===== src/rtl/multicycle_control.sv =====
// multicycle_control: multicycle MIPS-style control FSM with an opcode hold register and a sticky illegal-opcode flag
module multicycle_control #(
  parameter int ILLEGAL_TRAP = 1
) (
  input  logic       clk,
  input  logic       rst,
  input  logic [5:0] opcode,
  input  logic       mem_ready,
  output logic       pc_write,
  output logic       pc_write_cond,
  output logic       i_or_d,
  output logic       mem_read,
  output logic       mem_write,
  output logic       mem_to_reg,
  output logic       ir_write,
  output logic       reg_dst,
  output logic       reg_write,
  output logic       alu_src_a,
  output logic [1:0] alu_src_b,
  output logic [1:0] alu_op,
  output logic [1:0] pc_source,
  output logic [3:0] state,
  output logic       instr_done,
  output logic       illegal
);
  typedef enum logic [3:0] {
    S_IF = 4'd0, S_ID = 4'd1, S_MEM_ADDR = 4'd2, S_MEM_RD = 4'd3,
    S_MEM_WB = 4'd4, S_MEM_WR = 4'd5, S_R_EX = 4'd6, S_R_WB = 4'd7,
    S_BR = 4'd8, S_JMP = 4'd9, S_I_EX = 4'd10, S_I_WB = 4'd11
  } state_t;
  localparam logic [5:0] OP_R = 6'b000000, OP_LW = 6'b100011, OP_SW = 6'b101011;
  localparam logic [5:0] OP_BEQ = 6'b000100, OP_J = 6'b000010, OP_ADDI = 6'b001000;
  state_t cur, nxt;
  logic [5:0] op_q;
  logic legal;
  assign legal = opcode == OP_R || opcode == OP_LW || opcode == OP_SW ||
                 opcode == OP_BEQ || opcode == OP_J || opcode == OP_ADDI;
  assign state = cur;
  always_comb begin
    nxt = S_IF;
    case (cur)
      S_IF:       nxt = mem_ready ? S_ID : S_IF;
      S_ID:       nxt = opcode == OP_R ? S_R_EX :
                        (opcode == OP_LW || opcode == OP_SW) ? S_MEM_ADDR :
                        opcode == OP_BEQ ? S_BR :
                        opcode == OP_J ? S_JMP :
                        opcode == OP_ADDI ? S_I_EX : S_IF;
      S_MEM_ADDR: nxt = op_q == OP_LW ? S_MEM_RD : S_MEM_WR;
      S_MEM_RD:   nxt = mem_ready ? S_MEM_WB : S_MEM_RD;
      S_MEM_WR:   nxt = mem_ready ? S_IF : S_MEM_WR;
      S_R_EX:     nxt = S_R_WB;
      S_I_EX:     nxt = S_I_WB;
      default:    nxt = S_IF;
    endcase
  end
  always_ff @(posedge clk or posedge rst) begin
    if (rst) begin
      cur     <= S_IF;
      op_q    <= '0;
      illegal <= 1'b0;
    end else begin
      cur <= nxt;
      if (cur == S_ID) op_q <= opcode;
      if (cur == S_ID && !legal && ILLEGAL_TRAP != 0) illegal <= 1'b1;
    end
  end
  // rst gates the decode so nothing strobes while reset is held, even in IF
  always_comb begin
    pc_write      = 1'b0;
    pc_write_cond = 1'b0;
    i_or_d        = 1'b0;
    mem_read      = 1'b0;
    mem_write     = 1'b0;
    mem_to_reg    = 1'b0;
    ir_write      = 1'b0;
    reg_dst       = 1'b0;
    reg_write     = 1'b0;
    alu_src_a     = 1'b0;
    alu_src_b     = 2'b00;
    alu_op        = 2'b00;
    pc_source     = 2'b00;
    instr_done    = 1'b0;
    if (!rst) begin
      case (cur)
        S_IF: begin
          mem_read  = 1'b1;
          alu_src_b = 2'b01;
          pc_write  = mem_ready;
          ir_write  = mem_ready;
        end
        S_ID: alu_src_b = 2'b11;
        S_MEM_ADDR, S_I_EX: begin
          alu_src_a = 1'b1;
          alu_src_b = 2'b10;
        end
        S_MEM_RD: begin
          mem_read = 1'b1;
          i_or_d   = 1'b1;
        end
        S_MEM_WB: begin
          reg_write  = 1'b1;
          mem_to_reg = 1'b1;
          instr_done = 1'b1;
        end
        S_MEM_WR: begin
          mem_write  = 1'b1;
          i_or_d     = 1'b1;
          instr_done = mem_ready;
        end
        S_R_EX: begin
          alu_src_a = 1'b1;
          alu_op    = 2'b10;
        end
        S_R_WB: begin
          reg_write  = 1'b1;
          reg_dst    = 1'b1;
          instr_done = 1'b1;
        end
        S_BR: begin
          alu_src_a     = 1'b1;
          alu_op        = 2'b01;
          pc_write_cond = 1'b1;
          pc_source     = 2'b01;
          instr_done    = 1'b1;
        end
        S_JMP: begin
          pc_write   = 1'b1;
          pc_source  = 2'b10;
          instr_done = 1'b1;
        end
        S_I_WB: begin
          reg_write  = 1'b1;
          instr_done = 1'b1;
        end
        default: ;
      endcase
    end
  end
endmodule


===== config.mk =====
export PLATFORM = sky130hd
export DESIGN_NAME = multicycle_control
export DESIGN_NICKNAME = d
export VERILOG_FILES = /design/src/rtl/multicycle_control.sv
export SDC_FILE = /design/constraint.sdc
export NUM_CORES = 1
export LEC_CHECK = 0
export ABC_AREA = 0
export CORE_UTILIZATION = 41
export CTS_BUF_LIST = sky130_fd_sc_hd__clkbuf_4
export DETAILED_ROUTE_END_ITERATION = 8
export MAX_ROUTING_LAYER = met4
export PLACE_DENSITY_LB_ADDON = 0.05
export REMOVE_ABC_BUFFERS = 1
export SLEW_MARGIN = 20
export SYNTH_ARGS = -nofsm -noshare
export SYNTH_HDL_FRONTEND = slang
export SYNTH_SLANG_ARGS = --single-unit

===== constraint.sdc =====
create_clock -name clk -period 1.5 [get_ports clk]
set_input_delay 0.15 -clock clk [delete_from_list [all_inputs] [get_ports clk]]
set_output_delay 0.15 -clock clk [all_outputs]
set_load 0.02 [all_outputs]

==> results.py <==
metrics = {
    "status": {
        "status": "finished with violations",
        "violations": "setup timing",
    },
    "setup_path": {
        "end_kind": "primary output",
        "required_ns": 1.35,
        "setup.worst_path.class": "reg2out",
        "worstPathArrival_ns": 1.49,
        "critical_path.max_fanout": 5,
        "start_kind": "register",
    },
    "power": {
        "power_frac_comb_pct": 48.3,
        "seqPwrFrac_pct": 34.7,
        "swShare_pct": 34.97,
        "internal_power_uw": 786.5,
        "ir_drop_mv": 0.6416,
        "power.density_mw_per_mm2": 798.3,
        "p_leak_uw": 0.0006559,
        "clockPowerShare_pct": 17.0,
        "p_sw_uw": 423.0,
    },
    "drt": {
        "drt_wl_total_mm": 3.008,
        "drt_pass1_iterations": 4,
        "remaining_drc_errors": 0,
        "ant_nets": 0,
        "drt-initial-drc-count": 23,
        "dr_total_vias": 1030,
        "wl_per_cell_um": 16.35,
        "viasPerCell": 5.598,
    },
    "cts": {
        "ctsRootBufferMaster": "clkbuf_4",
        "clockBufferDepth": 2,
        "cts.htree.levels": 1,
        "cts_hold_buf": 0,
        "clk_pin_slew_worst_paths_ns": 0.07,
        "numCtsBuffers": 3,
        "cts_tree": "done",
        "clock_latency_ns": 0.27,
        "cts_sinks": 11,
    },
    "finish": {
        "syn2layout_area_growth_pct": 75.51,
        "layout-drive-gt1-share_pct": 52.87,
        "final_area_sq_mm": 0.001515,
        "fillers": 153,
        "n_antenna_cell": 0,
        "fin_nets": 167,
    },
    "global_routing": {
        "grt_pass1_vias": 860,
        "grt_pass1_wl_mm": 4.222,
        "antenna_found_initial": 0,
        "overflow": 0,
        "grt_max_degree": 15,
        "gr-usage-all-layers_pct": 28.02,
    },
    "floorplan": {
        "ios": 31,
        "dieArea_sq_mm": 0.002293,
        "core_sq_mm": 0.001962,
        "die_w_um": 47.89,
        "initial_core_util_pct": 44.01,
        "rows": 16,
        "dieHeight_um": 47.89,
    },
    "yosys": {
        "synth_edf_count": 0,
        "synth_area_sq_um": 863.3,
        "yosys_warnings": 0,
        "synth_cell_types": 41,
        "synthArstFlopShare_pct": 100.0,
        "synth_top_area_share_pct": 31.88,
        "yosysTopAreaCell": "dfrtp_1",
        "synth.avg_cell_area_sq_um": 8.900,
        "netlist_top_cells_area": "dfrtp_1 (32%), mux2_2 (6.5%), nor4_1 (3.6%), nor3_1 (3.5%), nand2_1 (3.0%)",
        "synth_seq_cells": 11,
        "netlist_instances": 97,
        "ys_seq_area_share_pct": 31.88,
        "synth_ff_type": "dfrtp_1",
    },
    "sta": {
        "finalSetupViolCount": 11,
        "layout_setup_ws_ns": -0.1395,
        "clock_skew_ns": 0.003576,
        "fmax_ghz": 0.6099,
        "drv_slew": 0,
        "grt_setup_unrepaired": "true",
        "worst_pin_slew_ns": 0.3165,
        "period_share_pct": 109.3,
        "max-slew-margin-rel_pct": 78.82,
        "hold_viol_final": 0,
        "period_minus_slack_ns": 1.639,
    },
    "placement": {
        "place_hpwl_mm": 1.868,
        "port-buffer-count": 30,
        "placed_cell_area_sq_mm": 0.001321,
        "pre_cts_slack_ns": -0.3867,
        "place.gp.congestion": 0.8613,
    },
    "run": {
        "maxCapViolCount": 0,
    },
    "worst_hold_path": {
        "hold_path_class": "in2async",
    },
}
## layer usage
layer | wire, um | track usage (%) | vias up
met5 | 0 | - | -
met4 | 14 | 7.222 | 0
met3 | 157 | 6.038 | 2
met2 | 1493 | 42.43 | 38
met1 | 1341 | 37.79 | 501
li1 | - | - | 489
## synthesized netlist by cell type, drive strengths merged, types with 2 or more instances
master,instances
and3,2
buf,7
clkbuf,3
dfrtp,11
inv,2
mux2,6
nand2,7
nand2b,4
nand3,4
nor2,6
nor2b,3
nor3,7
nor3b,2
nor4,5
nor4b,2
o211ai,2
o21ai,4
o311ai,2
o32ai,2
## timing repair
| action | 4_1_cts | 5_1_grt |
|---|---|---|
| cloned | 1 | 0 |
| setup buffers | 6 | 3 |
| setup endpoints to repair | 28 | 26 |
| gates resized for setup | 122 | 13 |
| pin swaps | 2 | 5 |
## sequential cells by signal, indices dropped and copies added (netlist names)
register  flops
illegal       1
state         4
op_q          6
## worst paths after layout
path | start | end | slack (ns) | cells after the start
max in group asynchronous | rst | state[1] | 0.89 | 4
min | rst | op_q[4] | 0.45 | 4
max reg2reg | state[3] | op_q[1] | 0.01 | 4
max | state[3] | pc_write | -0.14 | 5
min in group clk | illegal | illegal | 0.47 | 1
min reg2reg | illegal | illegal | 0.47 | 1
## layout make-up
type | count | area, sq um | area share [%]
timing repair buffer | 65 | 550.5 | 36.33
sequential | 11 | 280.3 | 18.50
clock buffer | 3 | 22.52 | 1.486
clock inverter | 1 | 5.005 | 0.3303
multi-input combinational | 75 | 615.6 | 40.63
inverter | 2 | 7.507 | 0.4955
tap | 27 | 33.78 | 2.230
## metrics by stage
stage | cells | hold slack (ns) | TNS, ns | power, uW | utilization (%)
2_1_floorplan | 87 | 0.01273 | -4.588 | 644.9 | -
5_1_grt | 184 | 0.4938 | -2.046 | 1277 | 77.23
3_3_place_gp | 170 | 0.4585 | -5.285 | 868.1 | 67.35
4_1_cts | 181 | 0.4058 | -0.6792 | 1151 | 74.30
6_report | 184 | 0.4454 | -0.8411 | 1210 | 77.23
3_5_place_dp | 170 | 0.4590 | -5.589 | 881.6 | 67.35
## power by group through the flow
stage                     clock [uW]  combinational, uW  sequential, uW
after CTS                        210                524             417
after floorplan                    0                216             429
after global routing             228                620             429
after detailed placement           0                463             419
after global placement             0                455             413
final                            206                584             420
## placed cells by master (no fill, tap or decap), types with 4 or more instances in the layout
cell,instances
nand2_1,6
buf_4,35
dfrtp_1,7
buf_6,13
dfrtp_2,4
mux2_2,5
buf_2,5
nor3_1,4
clkdlybuf4s50_1,9
nor2_1,5
nand3_1,4
## kinds of logic after synthesis
| logic type | share of synthesized area (%) |
|---|---|
| AO/OA/AOI/OAI | 14.49 |
| XOR/XNOR | 2.029 |
| flip-flops | 31.88 |
| multiplexers | 8.985 |
| AND/OR/NAND/NOR | 33.48 |
| buffers and inverters | 9.130 |
## worst max-delay path: stages (launching register included)
cell     delay, ns
dfrtp_2       0.46
buf_6         0.14
nor3b_2       0.17
a21oi_1       0.06
nor4_1        0.17
buf_2         0.21
(Power assumes the default switching activity.)
